**src/rtl/keypad_pkg.sv**
```systemverilog
// Shared types and constants for the keypad event SPI transmitter.
package keypad_pkg;

    typedef logic [3:0] key_t;

    localparam int FRAME_W = 8;
    localparam logic [FRAME_W-1:0] CLEAR_CMD_DEFAULT = 8'hC1;

    typedef enum logic [1:0] {
        ST_IDLE  = 2'd0,
        ST_LOAD  = 2'd1,
        ST_SHIFT = 2'd2,
        ST_DONE  = 2'd3
    } frame_state_t;

endpackage

```
**src/rtl/keypad_spi_tx_key_fifo.sv**
```systemverilog
// Small circular FIFO of key codes; flush takes priority over push and pop.
module key_fifo
    import keypad_pkg::*;
#(
    parameter int DEPTH = 4,
    localparam int AW = $clog2(DEPTH),
    localparam int CW = AW + 1
) (
    input  logic          slowclk,
    input  logic          reset,
    input  logic          push,
    input  logic          pop,
    input  logic          flush,
    input  logic [3:0]    din,
    output logic [3:0]    dout,
    output logic [CW-1:0] count,
    output logic          full,
    output logic          empty
);

    key_t          mem_r [DEPTH];
    logic [AW-1:0] head_r;
    logic [AW-1:0] tail_r;
    logic [CW-1:0] count_r;

    // Storage, pointers and occupancy; pointers wrap naturally at DEPTH.
    always_ff @(posedge slowclk or posedge reset) begin
        if (reset) begin
            for (int i = 0; i < DEPTH; i++) begin
                mem_r[i] <= 4'h0;
            end
            head_r  <= {AW{1'b0}};
            tail_r  <= {AW{1'b0}};
            count_r <= {CW{1'b0}};
        end else if (flush) begin
            head_r  <= {AW{1'b0}};
            tail_r  <= {AW{1'b0}};
            count_r <= {CW{1'b0}};
        end else begin
            if (push) begin
                mem_r[tail_r] <= din;
                tail_r        <= tail_r + AW'(1);
            end
            if (pop) begin
                head_r <= head_r + AW'(1);
            end
            count_r <= count_r + CW'(push) - CW'(pop);
        end
    end

    assign dout  = mem_r[head_r];
    assign count = count_r;
    assign full  = (count_r == CW'(DEPTH));
    assign empty = (count_r == {CW{1'b0}});

endmodule

```
**src/rtl/keypad_spi_tx.sv**
```systemverilog
// Buffers scanner key events and returns one per SPI chip-select frame (mode 0,
// MSB first). All SPI pins are synchronised into slowclk and edge-detected.
module keypad_spi_tx
    import keypad_pkg::*;
#(
    parameter int                 DEPTH       = 4,
    parameter int                 SYNC_STAGES = 2,
    parameter logic [FRAME_W-1:0] CLEAR_CMD   = CLEAR_CMD_DEFAULT
) (
    input  logic                     slowclk,
    input  logic                     reset,
    input  logic [3:0]               key_code,
    input  logic                     key_valid,
    input  logic                     sclk,
    input  logic                     cs_n,
    input  logic                     mosi,
    output logic                     miso,
    output logic [$clog2(DEPTH):0]   fifo_count,
    output logic                     overflow,
    output logic                     frame_active
);

    localparam int CW  = $clog2(DEPTH) + 1;
    localparam int BCW = $clog2(FRAME_W) + 1;

    logic [SYNC_STAGES-1:0] sclk_sync_r;
    logic [SYNC_STAGES-1:0] cs_sync_r;
    logic [SYNC_STAGES-1:0] mosi_sync_r;
    logic                   sclk_d_r;
    logic                   cs_d_r;

    logic sclk_now_s, cs_now_s, mosi_now_s;
    logic sclk_rise_s, sclk_fall_s, cs_rise_s, cs_fall_s;

    frame_state_t         state_r, state_next;
    logic [FRAME_W-1:0]   tx_sr_r, rx_sr_r, tx_next_s, tx_load_s;
    logic [BCW-1:0]       bit_cnt_r;
    logic                 miso_r, miso_next_s;
    logic                 overflow_r, ovf_reported_r, frame_active_r;

    logic load_s, pop_s, rx_shift_s, tx_shift_s, close_s;
    logic flush_s, push_s, drop_s, clear_ovf_s;

    logic [3:0]    fifo_head_s;
    logic [CW-1:0] fifo_count_s;
    logic          fifo_full_s, fifo_empty_s;

    // Pin synchronisers plus one extra stage per edge-detected input.
    always_ff @(posedge slowclk or posedge reset) begin
        if (reset) begin
            sclk_sync_r <= {SYNC_STAGES{1'b0}};
            cs_sync_r   <= {SYNC_STAGES{1'b1}};
            mosi_sync_r <= {SYNC_STAGES{1'b0}};
            sclk_d_r    <= 1'b0;
            cs_d_r      <= 1'b1;
        end else begin
            sclk_sync_r <= {sclk_sync_r[SYNC_STAGES-2:0], sclk};
            cs_sync_r   <= {cs_sync_r[SYNC_STAGES-2:0], cs_n};
            mosi_sync_r <= {mosi_sync_r[SYNC_STAGES-2:0], mosi};
            sclk_d_r    <= sclk_sync_r[SYNC_STAGES-1];
            cs_d_r      <= cs_sync_r[SYNC_STAGES-1];
        end
    end

    assign sclk_now_s  = sclk_sync_r[SYNC_STAGES-1];
    assign cs_now_s    = cs_sync_r[SYNC_STAGES-1];
    assign mosi_now_s  = mosi_sync_r[SYNC_STAGES-1];
    assign sclk_rise_s = sclk_now_s & ~sclk_d_r;
    assign sclk_fall_s = ~sclk_now_s & sclk_d_r;
    assign cs_rise_s   = cs_now_s & ~cs_d_r;
    assign cs_fall_s   = ~cs_now_s & cs_d_r;

    // Frame sequencing: next state and per-cycle datapath strobes.
    always_comb begin
        state_next = state_r;
        load_s     = 1'b0;
        pop_s      = 1'b0;
        rx_shift_s = 1'b0;
        tx_shift_s = 1'b0;
        close_s    = 1'b0;
        case (state_r)
            ST_IDLE: begin
                if (cs_fall_s) begin
                    state_next = ST_LOAD;
                end else begin
                    state_next = ST_IDLE;
                end
            end
            ST_LOAD: begin
                // The head is consumed even if the frame is aborted here.
                load_s = 1'b1;
                pop_s  = ~fifo_empty_s;
                if (cs_rise_s) begin
                    state_next = ST_IDLE;
                end else begin
                    state_next = ST_SHIFT;
                end
            end
            ST_SHIFT: begin
                if (cs_rise_s) begin
                    state_next = ST_IDLE;
                end else begin
                    rx_shift_s = sclk_rise_s;
                    tx_shift_s = sclk_fall_s;
                    if (sclk_rise_s && (bit_cnt_r == BCW'(FRAME_W - 1))) begin
                        state_next = ST_DONE;
                    end else begin
                        state_next = ST_SHIFT;
                    end
                end
            end
            ST_DONE: begin
                tx_shift_s = sclk_fall_s;
                if (cs_rise_s) begin
                    close_s    = 1'b1;
                    state_next = ST_IDLE;
                end else begin
                    state_next = ST_DONE;
                end
            end
            default: begin
                state_next = ST_IDLE;
            end
        endcase
    end

    assign flush_s     = close_s & (rx_sr_r == CLEAR_CMD);
    assign push_s      = key_valid & ~flush_s & (~fifo_full_s | pop_s);
    assign drop_s      = key_valid & ~flush_s & fifo_full_s & ~pop_s;
    assign clear_ovf_s = close_s & ovf_reported_r;

    // Transmit shifter next value and the registered miso it drives.
    always_comb begin
        tx_next_s   = tx_sr_r;
        miso_next_s = 1'b0;
        if (fifo_empty_s) begin
            tx_load_s = {1'b0, overflow_r, 2'b00, 4'h0};
        end else begin
            tx_load_s = {1'b1, overflow_r, 2'b00, fifo_head_s};
        end
        if (load_s) begin
            tx_next_s = tx_load_s;
        end else if (tx_shift_s) begin
            tx_next_s = {tx_sr_r[FRAME_W-2:0], 1'b0};
        end else begin
            tx_next_s = tx_sr_r;
        end
        if (state_next == ST_IDLE) begin
            miso_next_s = 1'b0;
        end else begin
            miso_next_s = tx_next_s[FRAME_W-1];
        end
    end

    // Frame state, shift registers and status flags.
    always_ff @(posedge slowclk or posedge reset) begin
        if (reset) begin
            state_r        <= ST_IDLE;
            tx_sr_r        <= {FRAME_W{1'b0}};
            rx_sr_r        <= {FRAME_W{1'b0}};
            bit_cnt_r      <= {BCW{1'b0}};
            miso_r         <= 1'b0;
            overflow_r     <= 1'b0;
            ovf_reported_r <= 1'b0;
            frame_active_r <= 1'b0;
        end else begin
            state_r        <= state_next;
            tx_sr_r        <= tx_next_s;
            miso_r         <= miso_next_s;
            frame_active_r <= (state_next == ST_SHIFT) || (state_next == ST_DONE);
            if (load_s) begin
                rx_sr_r        <= {FRAME_W{1'b0}};
                bit_cnt_r      <= {BCW{1'b0}};
                ovf_reported_r <= overflow_r;
            end else if (rx_shift_s) begin
                rx_sr_r   <= {rx_sr_r[FRAME_W-2:0], mosi_now_s};
                bit_cnt_r <= bit_cnt_r + BCW'(1);
            end
            // A drop in the closing cycle outranks clearing the reported flag.
            if (flush_s) begin
                overflow_r <= 1'b0;
            end else if (drop_s) begin
                overflow_r <= 1'b1;
            end else if (clear_ovf_s) begin
                overflow_r <= 1'b0;
            end
        end
    end

    key_fifo #(
        .DEPTH (DEPTH)
    ) u_key_fifo (
        .slowclk (slowclk),
        .reset   (reset),
        .push    (push_s),
        .pop     (pop_s),
        .flush   (flush_s),
        .din     (key_code),
        .dout    (fifo_head_s),
        .count   (fifo_count_s),
        .full    (fifo_full_s),
        .empty   (fifo_empty_s)
    );

    assign miso         = miso_r;
    assign fifo_count   = fifo_count_s;
    assign overflow     = overflow_r;
    assign frame_active = frame_active_r;

endmodule

```
**config.mk**
```make
export PLATFORM = sky130hd
export DESIGN_NAME = keypad_spi_tx
export DESIGN_NICKNAME = d
export VERILOG_FILES = /design/src/rtl/keypad_pkg.sv /design/src/rtl/keypad_spi_tx_key_fifo.sv /design/src/rtl/keypad_spi_tx.sv
export SDC_FILE = /design/constraint.sdc
export NUM_CORES = 1
export LEC_CHECK = 0
export ABC_AREA = 1
export CAP_MARGIN = 20
export CELL_PAD_IN_SITES_DETAIL_PLACEMENT = 0
export CELL_PAD_IN_SITES_GLOBAL_PLACEMENT = 1
export CORE_MARGIN = 4
export CORE_UTILIZATION = 45
export DETAILED_ROUTE_END_ITERATION = 12
export PLACE_DENSITY_LB_ADDON = 0.1
export SYNTH_ARGS = -nofsm -noshare
export SYNTH_HDL_FRONTEND = slang
export SYNTH_SLANG_ARGS = --single-unit
```
**constraint.sdc**
```tcl
create_clock -name slowclk -period 2.3 [get_ports slowclk]
set_input_delay 0.69 -clock slowclk [delete_from_list [all_inputs] [get_ports slowclk]]
set_output_delay 0.69 -clock slowclk [all_outputs]
set_load 0.01 [all_outputs]
```
==> results of run 1 <==
[Yosys cell counts, drive strengths merged]
cell    count
a21o        1
a21oi       5
a31oi       1
buf         4
dfrtp      54
dfstp       3
fa          1
ha          7
inv        39
nand2      97
nand3      22
nand4       5
nor2       31
nor3        2
nor3b       1
o211ai      2
o21ai      18
o22ai       5
o31ai       1
or2         1
xnor2       2
xor2        1
[state kept, by name, summed over array words and instances (netlist names), 2 cells and up]
register	flops
u_key_fifo.tail_r	2
u_key_fifo.count	3
sclk_sync_r	2
u_key_fifo.mem_r	16
bit_cnt_r	4
tx_sr_r	8
cs_sync_r	2
state_r	2
mosi_sync_r	2
rx_sr_r	8
u_key_fifo.head_r	2
[area by class of cell]
type / count / area (um2) / share of cell area [%]
Clock inverter: 3 / 40.0 / 1.26
Timing Repair Buffer: 24 / 243 / 7.67
Clock buffer: 12 / 155 / 4.90
Sequential cell: 57 / 1430 / 45.2
Multi-Input combinational cell: 203 / 1060 / 33.5
Tap cell: 72 / 90.1 / 2.85
Inverter: 39 / 146 / 4.62
[metrics by stage]
stage	area [um2]	worst slack, ns	TNS (ns)
after floorplan	2670	0.124	0
after global placement	2970	-0.0492	-0.0492
after detailed placement	2970	-0.0709	-0.0709
after CTS	3170	0.161	0
after global routing	3170	0.0621	0
final	3170	0.170	0
[kinds of logic after synthesis]
group / Yosys count
AO/OA/AOI/OAI: 33
XOR/XNOR: 3
adder cells (fa/ha/maj): 8
buffers and inverters: 43
flip-flops: 57
AND/OR/NAND/NOR: 159
[metal layers]
metal / part of all wire, % / up-vias / GRT usage, %
met2: 40 / 29 / 20.6
met3: 3.3 / 7 / 4.37
met4: 1.6 / 0 / 6.91
li1: - / 1022 / -
met5: 0 / - / 0
met1: 55 / 917 / 24.5
[critical path, cell delays in order, from the launching register on]
cell     delay (ns)
dfrtp_1        0.41
nor3_1         0.32
nor2_4         0.05
ha_1           0.27
inv_1          0.04
ha_1           0.18
inv_1          0.06
fa_1           0.39
or2_2          0.30
inv_1          0.05
[worst paths after layout]
path                                      from             endpoint  cells past startpoint
max in group asynchronous                reset  u_key_fifo.mem_r[8]                      3
min in group asynchronous                reset           tx_sr_r[1]                      2
setup reg to reg           u_key_fifo.count[0]  u_key_fifo.count[1]                      9
hold / removal                  sclk_sync_r[0]       sclk_sync_r[1]                      0
setup / recovery           u_key_fifo.count[0]  u_key_fifo.count[1]                      9
hold reg to reg                 sclk_sync_r[0]       sclk_sync_r[1]                      0
[where the power goes]
group          total, mW  switching (mW)  internal [mW]
Sequential          1.61           0.244           1.37
Clock              0.930           0.380          0.550
Combinational       1.30           0.730          0.572
==> results.md, run 1 <==
- # clock sinks: 57
- Vias: 1975
- Crit path DAT: roughly 2.4 ns
- Vias per cell: between 4 and 5
- Worst Tran Pin Value: about 0.46 ns
- Syn Nets: about 320
- Simple-Gate Fraction of Synth Area: ~28%
- Worst vdd ir: 0.638 mV
- Cell row count: 27
- HP Class: reg -> reg
- Yosys warning total: 0
- First-pass iteration count of the detailed router: 4
- Clk slew on worst S/H paths: ~0.060 ns
- Xor and xnor area share after synthesis: less than 1%
- Die area: ~7200 um2
- Crit start category: flop
- Initial Utilization: between 40 and 50%
- Antenna Diode Count: 0
- Proportion of synthesized area in mux cells: 0%
- Syn_area_per_cell: 8.80 um2
- WL/cell: approximately 13 um
- I/O pin total: 16
- DRC violations left: 0
- Run status: complete, no violations
- Fmax: about 470 MHz
- Vias in the first global route: around 1.9k
- PortBufs: 15
- Largest net degree at the start of global routing: 22
- TritonCTS clock tree: done
- CTS H-Tree Depth: 3
- Post-layout nets: around 350
- Initial DRC count: roughly 100
- Synth Area in Compound Gates: under 10%
- Most common cell after layout, fill and taps aside: nand2_1
- Synth cell types: 31
- Initial antenna violation count: 0
- Largest area contributor in the netlist: dfrtp_1
- Post-route ant nets: 0
- CTS resizes: 0
- Non-filler cells, final: 410
- Layout area overhead: 18.7%
- Max_slew headroom: 69.5%
- Largest family of logic cells by synthesized area: simple AND/OR/NAND/NOR gates
- CP Capture Type: flop
- RSZ-0062 raised after global routing: no
- Cell count after synthesis: roughly 300
- Hold_ws: 0.348 ns
- Die height: between 80 and 90 um
- Power per cell area: between 1000 and 1500 nW/um2
- Fin util: 56.1%
- Sequential area share after synthesis: between 50 and 60%
- Most frequent cells in the layout: 94 x nand2_1, 54 x dfrtp_1, 36 x inv_1
- Min cycle time layout: roughly 2.1 ns
- GRT Total Usage: between 10% and 20%
- Clock Tree Buf Depth: 2
- TritonCTS buffer count: 9
- Post-CTS Setup Bufs: 0
- Crit path kind: reg -> reg
- Cell area after synthesis: ~2700 um2
- Root Buffer: clkbuf_8
- Layout cells sized above 1: around an eighth
- R2r setup slk: roughly 0.17 ns
- Critical Path RT: 2.57 ns
- Core area: 5640 um2
- Final Max Tran Viols: 0
- Placed cell count: 395
- Placer Congestion: around 0.76
- P_leak: around 1.6 nW
- Final setup fails: 0
- #FFs+latches synth: 57
- Final WL: 5.19 mm
- Number of hold buffers added after cts: 0
- Final worst-path cycle share: roughly 93%
- Clock skew: 0.00894 ns
- Synth Area in Adders: 4.04%
- Max-cap violation count: 0
- Grt total ovfl: 0
- Largest cells by area after synthesis: dfrtp_1 51%, nand2_1 13%, inv_1 5.2%
- Worst-path fanout max: 4
- Endpoints failing hold: 0
- Synth top area share: around half
- Post-DP HPWL: about 3.8 mm
- First-pass GRT wire length: between 9 and 10 mm
- Insertion delay to the later sink of the worst-skew pair: between 0.3 and 0.4 ns
- Die Wd: roughly 85 um
- Filler cells: 528
- Total power: 3.84 mW
No activity file was read; power rests on OpenSTA's default activity.
==> run 2: changes to the inputs <==
clock period = 2.45 ns   (was 2.3 ns; I/O delays follow)
==> results.md, run 2 (same netlist as run 1, synthesis figures left out) <==
- Run status: complete, no violations
- Most frequent cells in the layout: 94 x nand2_1, 54 x dfrtp_1, 36 x inv_1
- Psw: around 1.3 mW
- Core area: between 5000 and 6000 um2
- I/O pin total: 16
- Gate power share: around a third
- Layout area overhead: 18.4%
- Switching share of power: 34.8%
- Hold EP: sclk_sync_r[1]
- TritonCTS clock tree: done
- Largest net degree at the start of global routing: 58
- Clk slew on worst S/H paths: 0.06 ns
- Crit path DAT: around 2.5 ns
- Power per cell area: around 1200 nW/um2
- Sequential share of power: just over 40%
- Hold path startpoint: sclk_sync_r[0]
- Critical Path RT: between 2 and 3 ns
- Filler cells: between 500 and 600
- Insertion delay to the later sink of the worst-skew pair: ~0.33 ns
- Setup TNS: 0 ns
- Max-cap violation count: 0
- Largest register FFs: 16
- Antenna Diode Count: 0
- Clock share of power: between 20% and 30%
- Worst Tran Pin Value: approximately 0.4 ns
- Final setup fails: 0
- Final worst-path cycle share: around 90%
- PortBufs: 15
- Post-DP HPWL: between 3 and 4 mm
- Vias per cell: a little under 5
- R2R depth: 9
- TritonCTS buffer count: 9
- Initial antenna violation count: 0
- First-pass GRT wire length: 9.47 mm
- HP Class: reg -> reg
- Root Buffer: clkbuf_8
- Vias: about 2.0k
- CTS resizes: 0
- First-pass iteration count of the detailed router: 4
- Placer Congestion: approximately 0.77
- R2r endpoint: u_key_fifo.count[1]
- CTS H-Tree Depth: 3
- GRT Total Usage: between 15 and 20%
- R2r setup slk: 0.18 ns
- Layout cells sized above 1: 12.5%
- Crit start category: flop
- Min cycle time layout: roughly 2.3 ns
- Final WL: between 5 and 6 mm
- Initial DRC count: 94
- Worst-path fanout max: 7
- Grt total ovfl: 0
- Initial Utilization: between 40% and 50%
- # clock sinks: 57
- Die Wd: approximately 85 um
- Clock skew: about 0.010 ns
- Endpoints failing hold: 0
- Post-route ant nets: 0
- FF-to-FF Start: u_key_fifo.count[2]
- Max_slew headroom: 73.2%
- Most flops, register: u_key_fifo.mem_r
- Hold_ws: about 0.35 ns
- Crit path kind: reg -> reg
- DRC violations left: 0
- Fin util: between 50% and 60%
- Post-CTS Setup Bufs: 0
- Vias in the first global route: approximately 2.0k
- Final Max Tran Viols: 0
- Number of hold buffers added after cts: 0
- Die area: 7220 um2
- Fmax: 440 MHz
- Post-layout nets: 348
- Clock Tree Buf Depth: 2
- Worst vdd ir: approximately 1 mV
- CP Capture Type: flop
- Largest regs: u_key_fifo.mem_r x16, rx_sr_r x8, tx_sr_r x8
- Most common cell after layout, fill and taps aside: nand2_1
- P_int: ~2.4 mW
- P_leak: between 1.5 and 2 nW
- RSZ-0062 raised after global routing: no
- Hold Path Depth: 0
- Die height: around 85 um
- Cell row count: 27
- WL/cell: between 10 and 15 um
-- run 2: cell types whose count changed in the layout (fill, tap and decap cells not counted) --
cell        delta
buf_4          -3
buf_12         -1
bufinv_16      +1
clkbuf_1       -1
clkinvlp_4     +1
-- run 2: cell type report --
type,count,area [um2],area share [%]
Inverter,39,146,4.64
Multi-Input combinational cell,203,1060,33.6
Clock inverter,5,77.6,2.46
Clock buffer,11,151,4.80
Tap cell,72,90.1,2.85
Sequential cell,57,1430,45.3
Timing Repair Buffer,20,200,6.34
-- run 2: worst max-delay path by stage --
stage	start	end	slack, ns
after floorplan	u_key_fifo.count[2]	u_key_fifo.count[1]	0.27
after global placement	key_valid	u_key_fifo.count[1]	0.06
after detailed placement	key_valid	u_key_fifo.count[1]	-0.01
after CTS	u_key_fifo.count[2]	u_key_fifo.count[1]	0.18
after global routing	u_key_fifo.count[2]	u_key_fifo.count[1]	0.1
final	u_key_fifo.count[2]	u_key_fifo.count[1]	0.18
-- run 2: metrics by stage --
step / total power, mW / setup WS, ns / instances / instance area [um2]
finish: 3.71 / 0.179 / 407 / 3160
global route: 4.02 / 0.0961 / 407 / 3160
CTS: 3.76 / 0.182 / 407 / 3160
detailed placement: 2.73 / -0.0143 / 391 / 2930
global placement: 2.71 / 0.0601 / 391 / 2930
floorplan: 2.37 / 0.274 / 303 / 2670
-- run 2: layer usage --
| layer | vias up | track usage (%) | routed length (um) |
|---|---|---|---|
| li1 | 1014 | - | - |
| met1 | 943 | 24.2 | 2810 |
| met2 | 27 | 23.2 | 2270 |
| met3 | 7 | 4.08 | 168 |
| met4 | 0 | 8.20 | 90 |
| met5 | - | 0 | 0 |
-- run 2: power by group through the flow --
stage	logic, mW	registers (mW)	clock network [mW]
global route	1.37	1.58	1.08
detailed placement	1.19	1.54	0
floorplan	0.883	1.49	0
global placement	1.17	1.54	0
finish	1.18	1.53	1.00
CTS	1.20	1.53	1.03
-- run 2: critical path, cell delays in order, from the launching register on --
cell and delay (ns):
dfrtp_1 0.44, nor3_1 0.37, nor2_4 0.10, ha_1 0.29
inv_1 0.04, ha_1 0.18, inv_1 0.06, fa_1 0.40
or2_2 0.30, inv_1 0.05
==> run 3: changes to the inputs <==
SLEW_MARGIN = 20   (was not set)
==> results of run 3 <==
Final layout, timing and power as in run 2 (identical DEF).
==> variant 1: new RTL, flow settings as in run 3 <==
`DEPTH` is set to 4 in 2 places; all go to 8.
--- a/src/rtl/keypad_spi_tx_key_fifo.sv
+++ b/src/rtl/keypad_spi_tx_key_fifo.sv
@@ -2,7 +2,7 @@
 module key_fifo
     import keypad_pkg::*;
 #(
-    parameter int DEPTH = 4,
+    parameter int DEPTH = 8,
     localparam int AW = $clog2(DEPTH),
     localparam int CW = AW + 1
 ) (
--- a/src/rtl/keypad_spi_tx.sv
+++ b/src/rtl/keypad_spi_tx.sv
@@ -3,7 +3,7 @@
 module keypad_spi_tx
     import keypad_pkg::*;
 #(
-    parameter int                 DEPTH       = 4,
+    parameter int                 DEPTH       = 8,
     parameter int                 SYNC_STAGES = 2,
     parameter logic [FRAME_W-1:0] CLEAR_CMD   = CLEAR_CMD_DEFAULT
 ) (
Interface: changed (resized fifo_count); port bits go from 16 to 17. The function was not compared with the original's and may differ.
==> variant 1 against run 3 <==
  * Routed wire length is 53% higher
  * Sequential power increased by 32%
  * Worst setup slack better by 49 ps
  * Via count up 45%
  * Sequential cell count up 19
  * Fmax rose by 2.2%
  * Final area increased by 37%
  * Total power up 35%
  * Count of clock-buffer cells in the layout increased by 1
  * Area after synthesis rose by 41%
  * Critical endpoint is now u_key_fifo.count[2]$_DFF_PP0_
==> variant 1: results (changes against run 3) <==
run status=completed; final weighted congestion in routability-driven placement=0.776 (+0.10%); DP HPWL=5850 microns (+57%); met1 wire length=3670 microns (+31%); power of the sequential group=0.00202 W (+32%); # port buffers=16 (+1); met3 WL post-DR=174 microns (+3.6%); top area cells in the synthesized netlist=dfrtp_1 (48%), nand2_1 (14%), inv_1 (4.9%); total wire length=8160 microns (+53%); worst-path cell with the longest stage delay=fa_1; DP Cell Count=569 (+46%); worst-case headroom to the max-slew limit=0.604 (-0.128); count of cells along the worst register-to-register path=12 (+3); global-route usage over all layers=0.179 (+0.0121); combinational cell fraction of total power=0.360 (+0.042); maximum number of pins on one net before global-route repair=36 (-38%); leakage power figure=2.23 nW (+40%); first-pass GRT wire length=13900 microns (+46%); cell area after placement=4070 sq um (+39%); Min-Delay Startpoint=mosi_sync_r[0]$_DFF_PP0_; count of filler cells inserted in the layout=807 (+58%); count of distinct cell types in the synthesized netlist=29 (-6.5%); DR vias/cell=4.94 (+1.1%); clock transition time at the flip-flop clock pins of the worst setup and hold paths=80 ps (+20 ps); Post-synth top cells=nand2_1 (145), dfrtp_1 (73), inv_1 (49); Comb. pwr=0.00180 W (+53%); layout cells sized above 1=0.0917 (-0.0337); worst hold margin=354 ps (+3.89 ps); worst-case setup slack after placement=125 ps (+140 ps); Critical Path End=u_key_fifo.count[2]$_DFF_PP0_; GR Layer Usage met2=0.318 (+0.0858); met3 global-route usage=0.0386 (-0.00221); number of nets produced by synthesis=475 (+48%); worst-case clock skew=9.25 ps (-0.735 ps); Global Route met1 Usage=0.219 (-0.0230); register-to-register path setup slack=230 ps (+50 ps)
==> variant 1: changes by cell type after synthesis, moves of 11 or more <==
| cell | run 3 | this run |
|---|---|---|
| inv_1 | 37 | 49 |
| o21ai_0 | 18 | 31 |
| nand3_1 | 19 | 30 |
| nor2_1 | 27 | 46 |
| dfrtp_1 | 54 | 73 |
| nand2_1 | 94 | 145 |
==> variant 1: cell type report <==
class / count / share of cell area
Clock buffer: 12 / 0.0359
Clock inverter: 4 / 0.0220
Inverter: 53 / 0.0470
Multi-Input combinational cell: 310 / 0.365
Sequential cell: 76 / 0.441
Tap cell: 105 / 0.0304
Timing Repair Buffer: 25 / 0.0586
==> variant 1: cells by family (layout without fill, tap and decap cells) <==
kind of cell / Yosys count / after routing / share of synthesized area
fa+ha+maj: 10 / 10 / 0.0352
simple gates: 247 / 247 / 0.302
xor+xnor: 3 / 3 / 0.00697
flops: 76 / 76 / 0.505
buf+inv: 69 / 94 / 0.0776
compound gates: 50 / 50 / 0.0730
==> variant 2: new RTL, config.mk and constraints of run 3 <==
Without the edit above. The 4 states of `frame_state_t` get a one-hot encoding in 4 bits.
--- a/src/rtl/keypad_pkg.sv
+++ b/src/rtl/keypad_pkg.sv
@@ -6,11 +6,11 @@
     localparam int FRAME_W = 8;
     localparam logic [FRAME_W-1:0] CLEAR_CMD_DEFAULT = 8'hC1;
 
-    typedef enum logic [1:0] {
-        ST_IDLE  = 2'd0,
-        ST_LOAD  = 2'd1,
-        ST_SHIFT = 2'd2,
-        ST_DONE  = 2'd3
+    typedef enum logic [3:0] {
+        ST_IDLE  = 4'b0001,
+        ST_LOAD  = 4'b0010,
+        ST_SHIFT = 4'b0100,
+        ST_DONE  = 4'b1000
     } frame_state_t;
 
 endpackage
Formal check against the unedited RTL: no difference found for any inputs over 10 cycles, from zero or initial values and one cycle with reset high; not proved beyond that.
==> variant 2 against run 3 <==
  * Sequential power down 7%
  * Count of clock-buffer cells in the layout down 2
  * Synthesized cell count down 2.0%
  * Worst setup slack better by 120 ps
  * Clock power up 18%
  * Final area up 2.4%
  * Die area up 1.4%
  * Routed wire length up 0.22%
  * Total power down 7.9%
  * Clock skew down 3.4 ps
  * Sequential cell count up 2
  * Area after synthesis up 1.6%
  * Critical path type unchanged
==> variant 2: results (changes against run 3) <==
Slowest Stage Delay on Critical Path=470 ps (+30 ps); power of the sequential group=0.00142 W (-7%); combinational cell fraction of total power=0.239 (-0.079); compound-gate portion of the synthesized area=0.0642 (-0.00431); register-to-register path setup slack=300 ps (+120 ps); leakage power figure=1.59 nW (-0.78%); reg-to-reg critical path endpoint=u_key_fifo.count[2]$_DFF_PP0_; synthesized-area fraction occupied by xor and xnor cells=0.0162 (+0.00631); number of multi-input combinational cells in the layout=195 (-3.9%); layout buffer count excluding clock buffers=22 (+10%); portion of the post-synthesis area used by sequential elements=0.547 (+0.0105); first-pass GRT wire length=9380 microns (-0.94%); DP Cell Count=384 (-1.8%); Post-synth top cells=nand2_1 (71), dfrtp_1 (55), inv_1 (29), nor2_1 (29), nand4_1 (18); number of gates resized after CTS=0 (unchanged); Inserted Clock Buffers=9 (unchanged); worst-case headroom to the max-slew limit=0.767 (+0.0354); count of distinct cell types in the synthesized netlist=29 (-6.5%); layout buffering overhead excluding clock cells=0.0666 (+0.00317); data arrival at the endpoint of the critical path=2410 ps (-130 ps); net switching power figure=0.00105 W (-19%); top area cells in the synthesized netlist=dfrtp_1 (51%), nand2_1 (9.8%), nand4_1 (4.2%); terminating pin of the worst hold path=mosi_sync_r[1]$_DFF_PP0_; count of filler cells inserted in the layout=534 (+4.5%); worst hold margin=351 ps (+0.249 ps); Vias=1973 (-0.90%); Power Density=1060 nW/um^2 (-10%); Inverters excl. clock=36 (-7.7%); run status=completed; Final #Nets=341 (-2.0%); # port buffers=15 (unchanged); worst-case clock skew=6.61 ps (-3.37 ps); layout cells sized above 1=0.152 (+0.0271); Hold Path Cell Cnt=0 (unchanged); worst-case setup slack after placement=26.7 ps (+41.0 ps); Synth Area in Adders=0.0397 (-0.000634); startpoint of the worst register-to-register path=u_key_fifo.count[1]$_DFF_PP0_; Reg area=1480 sq um (+3.6%); largest registers=u_key_fifo.mem_r: 16 flops, rx_sr_r: 8 flops, tx_sr_r: 8 flops; area taken by multi-input logic gates=1050 sq um (-1.4%); cell count after synthesis=297 (-2.0%); number of nets produced by synthesis=315 (-1.9%); clock root cell=clkbuf_8; clock transition time at the flip-flop clock pins of the worst setup and hold paths=70 ps; global-route usage over all layers=0.163 (-0.00396); Min-Delay Startpoint=mosi_sync_r[0]$_DFF_PP0_; ClkCell Share=0.0817 (+0.00916); final weighted congestion in routability-driven placement=0.802 (+3.6%); multi-input gate share of the layout cell area=0.324 (-0.0125); number of cells in the finished layout apart from fillers=400 (-1.7%); final routed wire length divided by cell count=13.4 microns (+2.0%); cell area after placement=2970 sq um (+1.4%); count of state elements after synthesis=59 (+3.5%); maximum number of pins on one net before global-route repair=60 (+3.4%); DP HPWL=3660 microns (-1.7%); highest attainable clock frequency=465 MHz (+5.6%); number of search-and-repair iterations in the first detailed-routing pass=4 (unchanged); VDD IR max=0.000454 V (-54%)
[variant 2: worst max-delay path by stage]
| stage | end | cells after the start | startpoint |
|---|---|---|---|
| 2_1_floorplan | bit_cnt_r[0]$_DFFE_PP0P_ | 1 | reset |
| 4_1_cts | u_key_fifo.count[2]$_DFF_PP0_ | 9 | u_key_fifo.count[1]$_DFF_PP0_ |
| 3_5_place_dp | u_key_fifo.count[2]$_DFF_PP0_ | 9 | key_valid |
| 3_3_place_gp | u_key_fifo.count[2]$_DFF_PP0_ | 9 | key_valid |
| 5_1_grt | u_key_fifo.count[2]$_DFF_PP0_ | 9 | u_key_fifo.count[1]$_DFF_PP0_ |
| 6_report | u_key_fifo.count[2]$_DFF_PP0_ | 9 | u_key_fifo.count[1]$_DFF_PP0_ |
[variant 2: per-layer routing]
metal  vias to the layer above  GRT usage  wire length [microns]
met5                         -          0                      0
met4                         0     0.0647                     83
met3                         5     0.0403                    160
met2                        23      0.227                   2240
met1                       921      0.242                   2870
li1                       1024          -                      -
